===== src/rtl/lcd_char_queue_pkg.sv =====
// Definitions shared by the LCD character queue and the display controller:
// pacing states, printable-character bounds and the sanitiser helper.
package lcd_pkg;

   typedef enum logic [1:0] {
      IDLE   = 2'd0,
      STROBE = 2'd1,
      GAP    = 2'd2
   } pace_state_t;

   localparam logic [7:0] CHAR_SUB = 8'h3F;
   localparam logic [7:0] CHAR_MIN = 8'h20;
   localparam logic [7:0] CHAR_MAX = 8'h7E;
   localparam int unsigned CLK_HZ  = 10_000_000;

   // Anything the display cannot render becomes '?'
   function automatic logic [7:0] sanitise_char(input logic [7:0] c);
      logic [7:0] result;
      if ((c >= CHAR_MIN) && (c <= CHAR_MAX)) begin
         result = c;
      end else begin
         result = CHAR_SUB;
      end
      return result;
   endfunction

endpackage


===== src/rtl/lcd_char_queue_if.sv =====
// Producer and display-controller signals of the character queue, bundled
// with the queue as slave and the driving environment as master.
interface lcd_char_queue_if #(
   parameter int DEPTH = 16
);
   localparam int LW = $clog2(DEPTH) + 1;

   logic [7:0]    in_data;
   logic          in_valid;
   logic          in_ready;
   logic          ctrl_ready;
   logic [7:0]    ascii_data;
   logic          write;
   logic [LW-1:0] level;
   logic          overflow;

   modport master (
      output in_data, in_valid, ctrl_ready,
      input  in_ready, ascii_data, write, level, overflow
   );

   modport slave (
      input  in_data, in_valid, ctrl_ready,
      output in_ready, ascii_data, write, level, overflow
   );

endinterface


===== src/rtl/lcd_char_queue_char_fifo.sv =====
// Synchronous circular-buffer FIFO with separate occupancy counter.
// Storage is not reset; only the pointers and count are cleared.
module char_fifo #(
   parameter int DEPTH = 16,
   parameter int WIDTH = 8
) (
   input  logic                       clk,
   input  logic                       rst_n,
   input  logic                       push,
   input  logic [WIDTH-1:0]           push_data,
   input  logic                       pop,
   output logic [WIDTH-1:0]           pop_data,
   output logic [$clog2(DEPTH):0]     level,
   output logic                       full,
   output logic                       empty
);
   localparam int AW = $clog2(DEPTH);
   localparam int LW = AW + 1;

   logic [WIDTH-1:0] mem_r [DEPTH];
   logic [AW-1:0]    wr_ptr_r;
   logic [AW-1:0]    rd_ptr_r;
   logic [LW-1:0]    level_r;

   assign full     = (level_r == LW'(DEPTH));
   assign empty    = (level_r == LW'(0));
   assign level    = level_r;
   assign pop_data = mem_r[rd_ptr_r];

   // Pointer and occupancy bookkeeping; pointers wrap at the power-of-two depth
   always_ff @(posedge clk) begin
      if (!rst_n) begin
         wr_ptr_r <= '0;
         rd_ptr_r <= '0;
         level_r  <= '0;
      end else begin
         if (push) begin
            wr_ptr_r <= wr_ptr_r + AW'(1);
         end
         if (pop) begin
            rd_ptr_r <= rd_ptr_r + AW'(1);
         end
         case ({push, pop})
            2'b10:   level_r <= level_r + LW'(1);
            2'b01:   level_r <= level_r - LW'(1);
            default: level_r <= level_r;
         endcase
      end
   end

   // Storage array write port
   always_ff @(posedge clk) begin
      if (push) begin
         mem_r[wr_ptr_r] <= push_data;
      end
   end

endmodule


===== src/rtl/lcd_char_queue.sv =====
// Character queue in front of the LCD controller: sanitises incoming bytes,
// buffers them, and releases one write strobe per GAP_CYCLES+2 clocks.
module lcd_char_queue
   import lcd_pkg::*;
#(
   parameter int DEPTH      = 16,
   parameter int GAP_CYCLES = 1000
) (
   input  logic             clk,
   input  logic             rst_n,
   lcd_char_queue_if.slave  bus
);
   localparam int LW = $clog2(DEPTH) + 1;
   localparam int GW = (GAP_CYCLES > 1) ? $clog2(GAP_CYCLES) : 1;

   pace_state_t   state_r;
   pace_state_t   state_nx_s;
   logic [GW-1:0] gap_cnt_r;
   logic [GW-1:0] gap_cnt_nx_s;
   logic          write_r;
   logic [7:0]    ascii_r;
   logic          overflow_r;

   logic          push_s;
   logic          pop_s;
   logic          full_s;
   logic          empty_s;
   logic [7:0]    push_data_s;
   logic [7:0]    head_s;
   logic [LW-1:0] level_s;

   assign push_s      = bus.in_valid && !full_s;
   assign push_data_s = sanitise_char(bus.in_data);
   assign pop_s       = (state_r == IDLE) && bus.ctrl_ready && !empty_s;

   assign bus.in_ready   = !full_s;
   assign bus.level      = level_s;
   assign bus.write      = write_r;
   assign bus.ascii_data = ascii_r;
   assign bus.overflow   = overflow_r;

   char_fifo #(
      .DEPTH (DEPTH),
      .WIDTH (8)
   ) u_fifo (
      .clk       (clk),
      .rst_n     (rst_n),
      .push      (push_s),
      .push_data (push_data_s),
      .pop       (pop_s),
      .pop_data  (head_s),
      .level     (level_s),
      .full      (full_s),
      .empty     (empty_s)
   );

   // Pacing FSM next-state; GAP exits on the cycle after gap_cnt reads zero
   always_comb begin
      state_nx_s   = state_r;
      gap_cnt_nx_s = gap_cnt_r;
      case (state_r)
         IDLE: begin
            if (pop_s) begin
               state_nx_s = STROBE;
            end else begin
               state_nx_s = IDLE;
            end
         end
         STROBE: begin
            state_nx_s   = GAP;
            gap_cnt_nx_s = GW'(GAP_CYCLES - 1);
         end
         GAP: begin
            if (gap_cnt_r == GW'(0)) begin
               state_nx_s = IDLE;
            end else begin
               gap_cnt_nx_s = gap_cnt_r - GW'(1);
            end
         end
         default: begin
            state_nx_s   = IDLE;
            gap_cnt_nx_s = GW'(0);
         end
      endcase
   end

   // State, output strobe/data and sticky overflow registers
   always_ff @(posedge clk) begin
      if (!rst_n) begin
         state_r    <= IDLE;
         gap_cnt_r  <= '0;
         write_r    <= 1'b0;
         ascii_r    <= CHAR_MIN;
         overflow_r <= 1'b0;
      end else begin
         state_r   <= state_nx_s;
         gap_cnt_r <= gap_cnt_nx_s;
         write_r   <= pop_s;
         if (pop_s) begin
            ascii_r <= head_s;
         end
         if (bus.in_valid && full_s) begin
            overflow_r <= 1'b1;
         end
      end
   end

endmodule


===== src/flat_wrapper.sv =====
// flat-port wrapper written by rule: the top's interface ports become plain ports
module lcd_char_queue_flat import lcd_pkg::*;
#(
   parameter int DEPTH      = 16,
   parameter int GAP_CYCLES = 1000
)
  (clk, rst_n, bus_in_data, bus_in_valid, bus_ctrl_ready, bus_in_ready, bus_ascii_data, bus_write, bus_level, bus_overflow);
  lcd_char_queue_if #(.DEPTH(DEPTH)) bus_i ();
  input  logic clk;
  input  logic rst_n;
  input wire logic [$bits(bus_i.in_data)-1:0] bus_in_data;
  input wire logic [$bits(bus_i.in_valid)-1:0] bus_in_valid;
  input wire logic [$bits(bus_i.ctrl_ready)-1:0] bus_ctrl_ready;
  output wire logic [$bits(bus_i.in_ready)-1:0] bus_in_ready;
  output wire logic [$bits(bus_i.ascii_data)-1:0] bus_ascii_data;
  output wire logic [$bits(bus_i.write)-1:0] bus_write;
  output wire logic [$bits(bus_i.level)-1:0] bus_level;
  output wire logic [$bits(bus_i.overflow)-1:0] bus_overflow;
  assign bus_i.in_data = bus_in_data;
  assign bus_i.in_valid = bus_in_valid;
  assign bus_i.ctrl_ready = bus_ctrl_ready;
  assign bus_in_ready = bus_i.in_ready;
  assign bus_ascii_data = bus_i.ascii_data;
  assign bus_write = bus_i.write;
  assign bus_level = bus_i.level;
  assign bus_overflow = bus_i.overflow;
  lcd_char_queue #(.DEPTH(DEPTH), .GAP_CYCLES(GAP_CYCLES)) u_core (.clk(clk), .rst_n(rst_n), .bus(bus_i));
endmodule

===== config.mk =====
export PLATFORM = sky130hd
export DESIGN_NAME = lcd_char_queue_flat
export DESIGN_NICKNAME = d
export VERILOG_FILES = /design/src/rtl/lcd_char_queue_pkg.sv /design/src/rtl/lcd_char_queue_if.sv /design/src/rtl/lcd_char_queue_char_fifo.sv /design/src/rtl/lcd_char_queue.sv /design/src/flat_wrapper.sv
export SDC_FILE = /design/constraint.sdc
export NUM_CORES = 1
export LEC_CHECK = 0
export ABC_AREA = 1
export BUFFER_PORTS_ARGS = -buffer_cell sky130_fd_sc_hd__buf_4
export CAP_MARGIN = 30
export CELL_PAD_IN_SITES_DETAIL_PLACEMENT = 1
export CELL_PAD_IN_SITES_GLOBAL_PLACEMENT = 1
export CORE_AREA = 2 2 125 127
export CTS_CLUSTER_SIZE = 20
export DETAILED_ROUTE_END_ITERATION = 12
export DIE_AREA = 0 0 127 129
export PLACE_DENSITY = 0.85
export SYNTH_ARGS = -nofsm -noshare
export SYNTH_HDL_FRONTEND = slang
export SYNTH_SLANG_ARGS = --single-unit
export TNS_END_PERCENT = 10

===== constraint.sdc =====
create_clock -name clk -period 3.2 [get_ports clk]
set_clock_uncertainty 0.2 [all_clocks]
set_input_delay 0.32 -clock clk [delete_from_list [all_inputs] [get_ports clk]]
set_output_delay 0.32 -clock clk [all_outputs]
set_load 0.05 [all_outputs]

==> results.ini <==
[critical_path]
worstPathRequired_ns = 3.35
cp-end-kind = register
cpPeakStageDelay_ns = 0.42
path_class = register to register
rr_endpoint = u_core.u_fifo.level[4]$_SDFFE_PN0P_
rrSetupSlack_ns = 0.32
cp_cell_sequence = nor2_1, nand4_1, nand3_2, inv_4, ha_1, xor2_1, ha_1, inv_1, nand2_1, nand3_1, nand2_1, nand2_1, nand2_1, nand2_1, a21oi_1
worst_path_most_repeated_cell = nand2_1
crit_fanout = 20
r2r_start = u_core.u_fifo.level[0]$_SDFFE_PN0P_
worstPathArrival_ns = 3.03
reg2reg_depth = 15
cp-start-kind = register
crit_slowest_cell = dfxtp_1

[finish]
antenna-diode-count = 0
layout.nets = 798
areaGrowthSynthToFinish_pct = 14.9
final_core_util_pct = 55.2
drive_gt1_share_pct = 10.4
final_cells = 973

[grt]
grt_remaining_overflow = 0
antenna_found_initial = 0
grt_use_total_pct = 25.7
grt_pass1_wl_mm = 31.4
grt_max_degree = 67
grt_pass1_vias = 5735

[synth]
synth_top_area_cell = edfxtp_1
syn_inst = 730
dominantRegCellSynth = edfxtp_1
synth_common_cells = 169 x nor2_1, 128 x edfxtp_1, 101 x nand2_1
syn-cell-area_mm2 = 0.00720
yosysTopAreaCellShare_pct = 53.4
synth_edf_count = 128
avgSynthCellArea_um2 = 9.86
synth.area.top_cells = edfxtp_1 53%, dfxtp_1 9.7%, nor2_1 8.8%
yosysWarnings = 0
yosysSeqAreaShare_pct = 63.1
synth_most_common_cell = nor2_1
async_flop_share_pct = 0
ys_seq_elements = 163
synth_cell_type_count = 31

[sta]
post-route-min-period_ns = 2.88
fmax_ghz = 0.347
finalCritPeriodShare_pct = 90.0
tightest_slew_ns = 0.974
finalMaxSlewViolations = 0
slew-limit-headroom_pct = 34.9
setup_violations = 0
hold_viol = 0
rsz0062_at_grt = no
finalSetupTns_ns = 0

[pwr]
ir_drop_uv = 427
swShare_pct = 35.5
switchingPower_mw = 2.43
leakagePower_nw = 3.19
p_clk_share_pct = 32.6
power_frac_comb_pct = 30.7
p_per_area_mw_per_mm2 = 827
pwr-share-seq_pct = 36.7
p_int_mw = 4.41

[worst_hold_path]
holdPathEnd = u_core.bus.write$_SDFF_PN0_
hp-class = input pin to register
worstHoldStart = bus_ctrl_ready
holdPathStages = 3

[route]
dr.pass1.iters = 5
viasPerCell = 5.65
ant_nets = 0
wirelength_mm = 20.3
drc_errors = 0
wl_per_cell_um = 20.9
initialDrtViolationCount = 362
vias = 5502

[clock_network]
clk_pin_slew_ns = 0.06
clk_latency_ns = 0.42
cts_sinks = 163
clock_path_buffers = 2
post-cts-setup-buffer-count = 0
root_buffer = clkbuf_16
tritoncts = done
cts_buffers = 17
htree_num_levels = 4

[status]
outcome = complete, no violations

[die]
start_util_pct = 48.1
fp.dieH_um = 129
pin_count = 28
rows = 45
placeableCoreArea_mm2 = 0.0150
dieArea_mm2 = 0.0164
die_w_um = 127

[place]
dp_hpwl_mm = 13.0
port_buffers = 27
gp_congestion = 0.825
dp.cells = 939

[run]
drv_cap = 0

## registers in the layout (all words and copies together) (netlist names)
name	cells
u_core.bus.ascii_data	8
u_core.bus.overflow	1
u_core.bus.write	1
u_core.gap_cnt_r	10
u_core.state_r	2
u_core.u_fifo.level	5
u_core.u_fifo.mem_r	128
u_core.u_fifo.rd_ptr_r	4
u_core.u_fifo.wr_ptr_r	4
## cells by family after synthesis
logic type	synth area share, %
buffers and inverters	5.02
other	0.0521
DFF	63.1
AOI/OAI and AO/OA	6.87
and+or+nand+nor	21.4
xor gates and xnor gates	1.10
adders and majority gates	2.43
## worst max-delay path, delay by kind of cell, from the launching register on
kind	cells	cell delay, ns
and+or+nand+nor	9	0.96
adders and majority gates	2	0.53
DFF	1	0.42
buffers and inverters	2	0.29
xor gates and xnor gates	1	0.29
AOI/OAI and AO/OA	1	0.12
## placed cells by master, fill, tap and decap left out, types with 12 or more instances in the layout
| cell | instances |
|---|---|
| nor2_1 | 169 |
| edfxtp_1 | 128 |
| nand2_1 | 101 |
| nand3_1 | 75 |
| inv_1 | 43 |
| o21ai_0 | 38 |
| buf_4 | 35 |
| dfxtp_1 | 34 |
| o21ai_1 | 28 |
| a21oi_1 | 22 |
| clkbuf_16 | 17 |
| conb_1 | 16 |
| ha_1 | 14 |
| nand4_1 | 12 |
## area by class of cell
type,instances,area (um2)
multi-input cells,502,2350
well taps,188,235
fillers,1662,6700
clock inverters,13,209
flip-flops and latches,163,4550
clock buffers,19,443
repair buffers,38,303
inverters,50,190
## worst max-delay path by stage
stage / startpoint / to / slack [ns] / cells after the start
floorplan: u_core.u_fifo.level[4]$_SDFFE_PN0P_ / u_core.u_fifo.level[4]$_SDFFE_PN0P_ / 0.11 / 13
global placement: u_core.u_fifo.level[0]$_SDFFE_PN0P_ / u_core.u_fifo.level[4]$_SDFFE_PN0P_ / 0.61 / 15
detailed placement: u_core.u_fifo.level[0]$_SDFFE_PN0P_ / u_core.u_fifo.level[4]$_SDFFE_PN0P_ / 0.28 / 15
CTS: u_core.u_fifo.level[0]$_SDFFE_PN0P_ / u_core.u_fifo.level[4]$_SDFFE_PN0P_ / 0.25 / 15
global route: u_core.u_fifo.level[0]$_SDFFE_PN0P_ / u_core.u_fifo.level[4]$_SDFFE_PN0P_ / 0.1 / 15
finish: u_core.u_fifo.level[0]$_SDFFE_PN0P_ / u_core.u_fifo.level[4]$_SDFFE_PN0P_ / 0.32 / 15
## stage by stage
stage | hold slack (ns) | instance area [um2] | power, mW | setup WS [ns]
finish | 0.0743 | 8270 | 6.84 | 0.319
global placement | 0.254 | 7600 | 4.46 | 0.609
detailed placement | 0.278 | 7600 | 4.62 | 0.275
CTS | 0.0460 | 8270 | 6.86 | 0.246
global route | 0.102 | 8270 | 7.15 | 0.0973
floorplan | 0.243 | 7250 | 4.02 | 0.108
## per-layer routing
layer | vias to the layer above | routed length (um) | GRT usage (%)
met5 | - | 0 | 0
met4 | 0 | 641 | 11.7
met3 | 44 | 1060 | 4.74
met2 | 178 | 10400 | 45.1
met1 | 2740 | 8240 | 30.9
li1 | 2540 | - | -
## power groups by stage
stage	registers [mW]	clock network [mW]	logic, mW
after floorplan	2.78	0	1.24
after global placement	2.55	0	1.92
after detailed placement	2.56	0	2.06
after CTS	2.51	2.24	2.10
after global routing	2.53	2.32	2.30
final	2.51	2.23	2.10
## timing repair
item / CTS / global route
gates resized for setup: 0 / 2
hold buffers: 2 / 0
setup endpoints to repair: 0 / 1
endpoints found under the hold margin: 4 / 0
No activity file was read; power rests on OpenSTA's default activity.
